<file path="config.mk">
export PLATFORM = sky130hd
export DESIGN_NAME = mem_rr_arbiter
export DESIGN_NICKNAME = d
export VERILOG_FILES = /design/src/rtl/mem_rr_arbiter.sv
export SDC_FILE = /design/constraint.sdc
export NUM_CORES = 1
export LEC_CHECK = 0
export CORE_AREA = 4 4 166 168
export CTS_CLUSTER_DIAMETER = 30
export DETAILED_ROUTE_END_ITERATION = 12
export DIE_AREA = 0 0 170 172
export GPL_TIMING_DRIVEN = 0
export SLEW_MARGIN = 0
export SYNTH_ARGS = -nofsm -noshare
export SYNTH_HDL_FRONTEND = slang
export SYNTH_SLANG_ARGS = --single-unit
</file>
<file path="constraint.sdc">
create_clock -name CLK -period 3.89 [get_ports CLK]
set_input_delay 0.9725 -clock CLK [delete_from_list [all_inputs] [get_ports CLK]]
set_output_delay 0.9725 -clock CLK [all_outputs]
set_load 0.02 [all_outputs]
</file>
<file path="src/rtl/mem_rr_arbiter.sv">
// mem_rr_arbiter: two-CPU round-robin arbiter for the shared RAM port, data over instruction per CPU.
// Optional MEM_ARB_PERF_EN adds saturating per-CPU grant and stall counters.
package cpu_types_pkg;
    typedef logic [31:0] word_t;
    typedef enum logic [1:0] {FREE, BUSY, ACCESS, ERROR} ramstate_t;
endpackage

module mem_rr_arbiter
    import cpu_types_pkg::*;
#(
    parameter int CPUS = 2,
    parameter int ADDR_W = 32
`ifdef MEM_ARB_PERF_EN
    ,
    parameter int CNT_W = 16
`endif
) (
    input  logic                         CLK,
    input  logic                         RST,
    input  logic [CPUS-1:0]              iREN,
    input  logic [CPUS-1:0][ADDR_W-1:0]  iaddr,
    input  logic [CPUS-1:0]              dREN,
    input  logic [CPUS-1:0]              dWEN,
    input  logic [CPUS-1:0][ADDR_W-1:0]  daddr,
    input  logic [CPUS-1:0][ADDR_W-1:0]  dstore,
    output logic [CPUS-1:0]              iwait,
    output logic [CPUS-1:0]              dwait,
    output logic [CPUS-1:0][ADDR_W-1:0]  iload,
    output logic [CPUS-1:0][ADDR_W-1:0]  dload,
    output logic                         ramREN,
    output logic                         ramWEN,
    output logic [ADDR_W-1:0]            ramaddr,
    output logic [ADDR_W-1:0]            ramstore,
    input  logic [ADDR_W-1:0]            ramload,
    input  ramstate_t                    ramstate
`ifdef MEM_ARB_PERF_EN
    ,
    output logic [CPUS-1:0][CNT_W-1:0]   grant_cnt,
    output logic [CPUS-1:0][CNT_W-1:0]   stall_cnt
`endif
);
    typedef enum logic [1:0] {IDLE, GRANT, RELEASE} state_t;
    typedef enum logic [1:0] {D_WR, D_RD, I_RD} src_t;

    state_t state;
    src_t gsrc, wsrc;
    logic gcpu, rr_last, win, g_req, active, done;
    logic [CPUS-1:0] req, own;

    assign req = iREN | dREN | dWEN;
    // On a tie the CPU that was not served last wins.
    assign win = (req[0] && req[1]) ? ~rr_last : req[1];
    assign wsrc = dWEN[win] ? D_WR : dREN[win] ? D_RD : I_RD;
    assign g_req = gsrc == D_WR ? dWEN[gcpu] : gsrc == D_RD ? dREN[gcpu] : iREN[gcpu];
    // Dropping the granted request aborts the access in the same cycle.
    assign active = state == GRANT && g_req && !RST;
    assign done = active && ramstate == ACCESS;
    assign ramWEN = active && gsrc == D_WR;
    assign ramREN = active && gsrc != D_WR;
    assign ramaddr = !active ? '0 : gsrc == I_RD ? iaddr[gcpu] : daddr[gcpu];
    assign ramstore = active ? dstore[gcpu] : '0;

    always_comb begin
        for (int c = 0; c < CPUS; c++) begin
            own[c] = active && gcpu == 1'(c);
            iwait[c] = !(own[c] && gsrc == I_RD && ramstate == ACCESS);
            dwait[c] = !(own[c] && gsrc != I_RD && ramstate == ACCESS);
            iload[c] = (own[c] && gsrc == I_RD) ? ramload : '0;
            dload[c] = (own[c] && gsrc != I_RD) ? ramload : '0;
        end
    end

    always_ff @(posedge CLK) begin
        if (RST) begin
            state <= IDLE;
            rr_last <= 1'b1;
            gcpu <= 1'b0;
            gsrc <= D_WR;
        end else begin
            case (state)
                IDLE: if (|req) begin
                    gcpu <= win;
                    gsrc <= wsrc;
                    state <= GRANT;
                end
                GRANT: if (!g_req) state <= IDLE;
                else if (ramstate == ACCESS) begin
                    state <= RELEASE;
                    rr_last <= gcpu;
                end
                default: state <= IDLE;
            endcase
        end
    end

`ifdef MEM_ARB_PERF_EN
    always_ff @(posedge CLK) begin
        for (int c = 0; c < CPUS; c++) begin
            if (RST) begin
                grant_cnt[c] <= '0;
                stall_cnt[c] <= '0;
            end else begin
                if (done && own[c] && !(&grant_cnt[c])) grant_cnt[c] <= grant_cnt[c] + 1'b1;
                if (req[c] && !(done && own[c]) && !(&stall_cnt[c])) stall_cnt[c] <= stall_cnt[c] + 1'b1;
            end
        end
    end
`endif
endmodule

</file>
==> impl_metrics.tcl <==
set metrics [dict create \
    slew_viol_final 0 \
    htreeDepth 1 \
    outcome "complete, no violations" \
    synthToLayoutAreaGrowth_pct 153 \
    initial_core_util_pct 11.0 \
    powerDensity_mw_per_mm2 124 \
    min_path_cells 1 \
    syn_inst 389 \
    avgSynthCellArea_um2 7.34 \
    num_rows 59 \
    r2r_cells 7 \
    drive_above_1_share_pct 29.7 \
    fin_nets 1070 \
    yosysWarnings 0 \
    ctsHoldBuffers 0 \
    vias 4873 \
    worstSetupStartpointType "primary input" \
    drt_iter0_markers 227 \
    critPathTopFamily "simple AND/OR/NAND/NOR gates" \
    track_usage_pct 14.5 \
    setup_viol 0 \
    most-common-layout-cells "226 x clkdlybuf4s50_1, 92 x and2_1, 91 x buf_2" \
    cts_buffers 3 \
    ys_ff_latch 6 \
    cp_max_fo 10 \
    wl_mm 23.5 \
    ys.flop_type "dfxtp_1" \
    dr.pass1.iters 4 \
    min-delay-start "rr_last" \
    clk_pin_slew_ps 40 \
    async_flop_share_pct 0 \
    global_route.overflow_total 0 \
    cts_tree "yes" \
    cts.sinks 6 \
    slowest_stage "or3b_4" \
    routabilityCongestion 0.822 \
    remaining_drc_errors 0 \
    cp_cell_sequence "dlygate4sd2_1 -> or3b_4 -> or2_4 -> buf_4 -> nor3_1 -> clkdlybuf4s15_1" \
    diodes 0 \
    synth_top_area_share_pct 25.2 \
    hold_class "reg2reg" \
    synth_area_mm2 0.00286 \
    die_w_um 170 \
    synth_area_leaders "mux4_2 25%, and2_1 20%, nor3_1 12%, mux2i_1 11%, nor2_1 5.1%" \
    grt_first_pass_wirelength_mm 32.3 \
    worstPathRequired_ps 2920 \
    finalCritPeriodShare_pct 99.3 \
    worst_setup_path_end_kind "primary output" \
    grt_pass1_vias 5243 \
    ys_types 33 \
    dpl.hpwl_mm 19.3 \
    final_core_utilization_pct 27.8 \
    r2r_start "gcpu" \
    clock_latency_ps 230 \
    dieArea_mm2 0.0292 \
    max_freq_mhz 259 \
    slew_headroom_pct 44.5 \
    port_buffers 431 \
    coreArea_mm2 0.0259 \
    worstHoldEndpoint "rr_last" \
    cp.buffers_inverters 3 \
    fillers 2867 \
    ioPinCount 432 \
    grt_max_degree 11 \
    critPathLaunch "RST" \
    final_common_cell "clkdlybuf4s50_1" \
    p_leak_nw 3.05 \
    hold_viol_final 0 \
    cap_violations 0 \
    place_ws_ps -1860 \
    clk_path_buf_depth 2 \
    criticalPathCategory "in2out" \
    yosys.area.top_type "mux4_2" \
    fin_ws_ps 26.2 \
    antenna_found_initial 1 \
    setup_tns_ps 0 \
    die_h_um 172 \
    rsz0062_at_grt "true" \
    ant_nets 0 \
    peakVddDrop_mv 0.104 \
    ys_seq_area_share_pct 4.21 \
    arrival_ps 2890 \
    r2r_slack_ps 1970 \
    viasPerCell 4.17 \
    fin_crit_ps 3860 \
    detail_route.wl_per_cell_um 20.1 \
    fin_worst_skew_ps 0.622 \
    synth_nets 623 \
    regToRegEndpoint "state[0]" \
    critPathMaxStageDelay_ps 470 \
    clockRootBuffer "clkbuf_16" \
    tightest_slew_ps 832 \
    synth_edf_count 0 \
]
## how the worst max path moves through the flow
stage                      endpoint  depth (start not counted)
after global routing      iload[36]                          6
after floorplan           iload[15]                          4
after detailed placement  dload[26]                          6
after global placement    dload[26]                          6
final                     iload[36]                          6
after CTS                 iload[12]                          9
## final cells by class
class,count,area [µm²],share of cell area (%)
Multi-Input combinational cell,335,2590,35.9
Clock buffer,3,75.1,1.04
Tap cell,335,419,5.81
Buffer,43,345,4.79
Sequential cell,6,120,1.67
Timing Repair Buffer,443,3650,50.6
Inverter,4,15.0,0.208
## per-stage QoR
step                cell area [µm²]  std cells  hold slack [ps]  total power [mW]
finish                         7210       1169              544             0.898
global route                   7210       1169              558             0.949
global placement               7590       1155              516             0.722
floorplan                      2860        389              484             0.318
CTS                            7790       1168              538             0.917
detailed placement             7590       1155              522             0.726
## state kept, by name (all words and copies together) (netlist names)
register,count
state,2
rr_last,1
gsrc,2
gcpu,1
## layer usage
layer | part of all wire (%) | GRT usage, % | up-vias
met5 | 0 | 0 | -
met4 | 2.2 | 3.54 | 0
met3 | 9.7 | 3.98 | 29
met2 | 52 | 28.2 | 322
met1 | 36 | 15.5 | 2234
li1 | - | - | 2288
## where the power goes
group	switching, mW	internal [mW]	leakage, nW
Clock	0.0400	0.132	0.0370
Sequential	0.00470	0.0655	0.0491
Combinational	0.282	0.373	2.96
Total	0.326	0.571	3.05
## worst register-to-register path: stages, from the launching register on
cell and delay (ps):
dfxtp_1 300, buf_6 160, mux2_2 230, a222oi_1 70, buf_4 190, buf_4 150, or4b_2 620, a21oi_1 150
## what timing repair did
item                       4_1_cts  5_1_grt
buffers inserted                10        1
pin swaps                        4        4
setup endpoints to repair      198      149
cloned                           1        1
gates resized for setup        566      204
## kinds of logic after synthesis
group	count (synthesis)	synth area share, %
and+or+nand+nor	256	46.9
buffers and inverters	48	7.98
muxes	67	37.6
AOI/OAI and AO/OA	12	3.24
DFF	6	4.21
## cells in the mapped netlist (2+ instances only)
cell type  instances
nor2_1            39
nor3_1            69
nand4_1            2
nor4_1             6
buf_1              2
mux2i_1           32
mux4_2            32
buf_2              4
nand2b_1           3
clkbuf_1          27
nor2b_1            4
dfxtp_1            6
inv_1              4
a211o_1            2
and2_1            93
a21oi_1            3
o31ai_1            2
buf_4              9
nand2_1           35
mux2_2             2
No activity file was read; power rests on OpenSTA's default activity.
